**src/rtl/phase_acc.sv**
```systemverilog
// Phase accumulator for the DDS phase bus: byte-written FTW/offset shadows, immediate or wrap-synchronous commit.
// Latency: phase and wrap are registered and track acc on the same edge; one step per enabled clock, no backpressure.
module phase_acc #(
  parameter int N = 14
) (
  input  logic         clk,
  input  logic         rst,
  input  logic         en,
  input  logic         clr,
  input  logic         wr_stb,
  input  logic [1:0]   wr_addr,
  input  logic [7:0]   wr_data,
  input  logic         upd,
  input  logic         sync_upd,
  output logic [N-1:0] phase,
  output logic         wrap,
  output logic         upd_pending
);

  logic [N-1:0] r_acc;
  logic [N-1:0] r_ftw_sh;
  logic [N-1:0] r_ftw_act;
  logic [N-1:0] r_off_sh;
  logic [N-1:0] r_off_act;
  logic [N-1:0] r_phase;
  logic         r_wrap;
  logic         r_pending;

  logic [N:0]   w_sum;
  logic         w_carry;
  logic         w_commit;
  logic         w_pending_nxt;
  logic [N-1:0] w_acc_nxt;
  logic [N-1:0] w_ftw_act_nxt;
  logic [N-1:0] w_off_act_nxt;

  assign w_sum   = {1'b0, r_acc} + {1'b0, r_ftw_act};
  assign w_carry = w_sum[N];

  // A deferred request (already pending, or arriving this cycle) transfers on a carrying add;
  // an immediate request transfers at once and also cancels anything pending.
  always_comb begin
    w_commit      = 1'b0;
    w_pending_nxt = r_pending;
    w_acc_nxt     = r_acc;
    if (clr) begin
      w_commit      = r_pending | upd;
      w_pending_nxt = 1'b0;
      w_acc_nxt     = '0;
    end else begin
      if (upd && !sync_upd) begin
        w_commit      = 1'b1;
        w_pending_nxt = 1'b0;
      end else if ((r_pending || upd) && en && w_carry) begin
        w_commit      = 1'b1;
        w_pending_nxt = 1'b0;
      end else if (upd) begin
        w_pending_nxt = 1'b1;
      end
      if (en) begin
        w_acc_nxt = w_sum[N-1:0];
      end
    end
  end

  assign w_ftw_act_nxt = w_commit ? r_ftw_sh : r_ftw_act;
  assign w_off_act_nxt = w_commit ? r_off_sh : r_off_act;

  always_ff @(posedge clk or posedge rst) begin
    if (rst) begin
      r_ftw_sh <= '0;
      r_off_sh <= '0;
    end else if (wr_stb) begin
      case (wr_addr)
        2'd0:    r_ftw_sh[7:0]   <= wr_data;
        2'd1:    r_ftw_sh[N-1:8] <= wr_data[N-9:0];
        2'd2:    r_off_sh[7:0]   <= wr_data;
        default: r_off_sh[N-1:8] <= wr_data[N-9:0];
      endcase
    end
  end

  always_ff @(posedge clk or posedge rst) begin
    if (rst) begin
      r_acc     <= '0;
      r_ftw_act <= '0;
      r_off_act <= '0;
      r_phase   <= '0;
      r_wrap    <= 1'b0;
      r_pending <= 1'b0;
    end else begin
      r_acc     <= w_acc_nxt;
      r_ftw_act <= w_ftw_act_nxt;
      r_off_act <= w_off_act_nxt;
      r_phase   <= w_acc_nxt + w_off_act_nxt;
      r_wrap    <= !clr && en && w_carry;
      r_pending <= w_pending_nxt;
    end
  end

  assign phase       = r_phase;
  assign wrap        = r_wrap;
  assign upd_pending = r_pending;

endmodule

```
**config.mk**
```make
export PLATFORM = sky130hd
export DESIGN_NAME = phase_acc
export DESIGN_NICKNAME = d
export VERILOG_FILES = /design/src/rtl/phase_acc.sv
export SDC_FILE = /design/constraint.sdc
export NUM_CORES = 1
export LEC_CHECK = 0
export ABC_CLOCK_PERIOD_IN_PS = 8300
export BUFFER_PORTS_ARGS = -buffer_cell sky130_fd_sc_hd__clkbuf_2
export CAP_MARGIN = 20
export CORE_ASPECT_RATIO = 1.5
export CORE_MARGIN = 2
export CORE_UTILIZATION = 50
export DETAILED_ROUTE_END_ITERATION = 7
export PLACE_DENSITY = 0.72
export REMOVE_ABC_BUFFERS = 1
export SYNTH_ARGS = -nofsm -noshare
export SYNTH_HDL_FRONTEND = slang
export SYNTH_SLANG_ARGS = --single-unit
```
**constraint.sdc**
```tcl
create_clock -name clk -period 8.3 [get_ports clk]
set_input_delay 1.66 -clock clk [delete_from_list [all_inputs] [get_ports clk]]
set_output_delay 1.66 -clock clk [all_outputs]
set_load 0.03 [all_outputs]
```
==> impl_metrics.csv <==
group,metric,value,unit
floorplanning,die_h,117,um
final_layout,final_common_cell,"dfrtp_1",
global_routing,grt_pass1_vias,2773,
critical_path,path_common_cell,"a21oi_1",
critical_path,crit_type,"primary input to flip-flop",
clock_network,cts_setup_buffers,0,
logic_synthesis,synthFlopType,"dfrtp_1",
min_path,hold_depth,1,
timing,rsz0062_at_grt,"no",
critical_path,cp_slowest_cell,"mux2_2",
power,powerDensity,412,nW/um^2
clock_network,cts-root-buf,"clkbuf_16",
outcome,status,"finished, final reports clean",
timing,hold_violations,0,
timing,slew_viol_final,0,
timing,clock.fmax,0.200,GHz
job,cap_violations,0,
clock_network,cts.reportedPaths.clkPinSlew,0.06,ns
logic_synthesis,synthTopCellsByArea,"dfrtp_1, mux2_2, ha_1",
final_layout,n_antenna_cell,0,
detailed_routing,vias,2748,
critical_path,max_stage_delay,0.41,ns
critical_path,r2r_cells,18,
power,leakagePower,2.32,nW
logic_synthesis,synth_edf_count,0,
global_routing,grt_max_degree,87,
detailed_routing,routedWlPerCell,16.9,um
detailed_routing,drt-total-wl,8390,um
logic_synthesis,synth_area_per_cell,12.5,um^2
critical_path,cp_num_cells,14,
placed_design,io_buffers,32,
critical_path,cp_top_family,"compound AO/OA/AOI/OAI gates",
critical_path,worstSetupStartpointType,"primary input",
floorplanning,core-area,8360,um^2
logic_synthesis,seq_area_frac_synth,50.4,%
clock_network,hold_buffers,0,
logic_synthesis,synth_top_area_share,50.4,%
critical_path,path_max_fanout,28,
critical_path,crit_chain,"clkbuf_2 > o221ai_4 > a21oi_4 > buf_4 > mux2_2 > ha_1 > fa_1 > a21o_1 > a21oi_1 > o21ai_0 > a211oi_1 > o31ai_1 > a21oi_1 > xnor2_1",
final_layout,areaGrowthSynthToFinish,15.7,%
clock_network,clkLatencyLatePin,0.33,ns
critical_path,worstPathArrival,5.24,ns
clock_network,cts_sinks,86,
logic_synthesis,synth_cell_types,45,
logic_synthesis,synthArstFlopShare,100,%
clock_network,cts_buffers,9,
placed_design,hpwl,6190,um
timing,skew,0.00446,ns
logic_synthesis,netlist_area,4270,um^2
min_path,hold_path_class,"flip-flop to flip-flop",
timing,finalCriticalPeriod,4.99,ns
logic_synthesis,ys_ff_latch,86,
clock_network,ctsResizeCount,0,
final_layout,drive_gt1_share,28.9,%
placed_design,gp_congestion,0.812,
detailed_routing,drc,0,
floorplanning,num_rows,41,
floorplanning,fp.dieArea,9310,um^2
detailed_routing,dr.pass1.iters,4,
global_routing,gr-total-overflow,0,
global_routing,grt_first_pass_wirelength,13800,um
critical_path,cp_num_buf_inv,2,
global_routing,track_usage,19.7,%
timing,setup_viol,0,
detailed_routing,drt_iter0_markers,99,
logic_synthesis,synth_largest_area_cell,"dfrtp_1",
timing,tightest_slew,0.504,ns
final_layout,final_cell_mix,"dfrtp_1, mux2_2, clkbuf_2",
clock_network,htreeDepth,3,
final_layout,final_nets,429,
timing,setup_tns,0,ns
floorplanning,start_util,51.1,%
critical_path,end_kind,"flip-flop",
critical_path,crit_required,8.55,ns
power,vdd_ir_drop_max,0.249,mV
clock_network,max-clock-path-buffers,2,
global_routing,antenna_found_initial,0,
floorplanning,ioPinCount,33,
power,power,2.03,mW
detailed_routing,vias_per_cell,5.55,
timing,fin_crit_sh,60.1,%
detailed_routing,ant_nets,0,
clock_network,cts_tree,"done",
floorplanning,fp.dieW,79.4,um
timing,slew_headroom,66.2,%
logic_synthesis,ys_warn_count,0,
logic_synthesis,synthCells,342,
==> sequential cells by signal, summed over array words and instances (netlist names) <==
name,flops
r_acc,14
r_off_act,14
r_ftw_sh,14
r_ftw_act,14
upd_pending,1
r_off_sh,14
wrap,1
phase,14
==> Yosys cell counts (all sizes together) (2+ instances only) <==
| master | instances |
|---|---|
| xnor2 | 15 |
| o21ai | 9 |
| o31ai | 4 |
| nand2 | 10 |
| a21oi | 27 |
| nor2b | 2 |
| mux2i | 10 |
| nand3 | 5 |
| mux2 | 56 |
| clkbuf | 2 |
| a211oi | 5 |
| nor2 | 23 |
| a21o | 7 |
| ha | 27 |
| buf | 4 |
| o21bai | 4 |
| inv | 10 |
| nand2b | 2 |
| o211ai | 4 |
| nand3b | 6 |
| xor2 | 5 |
| dfrtp | 86 |
| fa | 2 |
| nor3 | 2 |
==> path summary, 6_finish.rpt <==
kind / startpoint / to / slack (ns)
worst max register to register: r_acc[0] / phase[10] / 3.50
worst min register to register: r_ftw_sh[10] / r_ftw_sh[10] / 0.50
worst min-delay path: r_ftw_sh[10] / r_ftw_sh[10] / 0.50
worst max-delay path: en / phase[10] / 3.31
min in group asynchronous: rst / r_off_sh[0] / 1.31
max in group asynchronous: rst / phase[11] / 6.40
==> layout make-up <==
class                   instances  area (um^2)
multi-input cells             240         2050
well taps                     107          134
inverters                      10         38.8
fillers                       660         3420
clock buffers                  13          260
repair buffers                 36          210
clock inverters                 3         90.1
flip-flops and latches         86         2150
==> report_power, final <==
group / switching, mW / internal, mW
clock: 0.152 / 0.311
sequential: 0.0671 / 0.571
combinational: 0.531 / 0.404
==> metrics by stage <==
stage	setup WS (ns)	hold slack [ns]	cells	utilization, %	instance area [um^2]
2_1_floorplan	3.68	0.474	336	-	4240
3_3_place_gp	3.08	0.481	477	54.5	4550
3_5_place_dp	3.02	0.488	477	54.5	4550
4_1_cts	3.33	0.501	493	58.6	4900
5_1_grt	3.09	0.512	495	59.1	4940
6_report	3.31	0.499	495	59.1	4940
==> logic make-up after synthesis <==
family,Yosys count,synth area share [%]
compound gates,70,11.4
xor+xnor,21,4.63
fa+ha+maj,29,8.85
buf+inv,16,1.49
flops,86,50.4
mux,66,17.2
simple gates,54,5.98
==> per-layer routing <==
layer  routed length, um  GRT usage, %  up-vias
li1                    -             -     1322
met1                3660          24.8     1372
met2                4310          33.4       39
met3                 213          3.99       15
met4                 198          7.70        0
met5                   0             0        -
==> worst reg2reg max path, cell delays in order (launching register included) <==
cell and delay, ns:
dfrtp_1 0.38, ha_1 0.24, fa_1 0.45, a211oi_1 0.38
o21ai_2 0.14, and3_1 0.20, o221ai_4 0.19, a21oi_4 0.07
buf_4 0.25, mux2_2 0.36, ha_1 0.22, fa_1 0.40
a21o_1 0.17, a21oi_1 0.21, o21ai_0 0.15, a211oi_1 0.39
o31ai_1 0.18, a21oi_1 0.20, xnor2_1 0.14
Note: power is estimated with default switching activity, not from simulation.
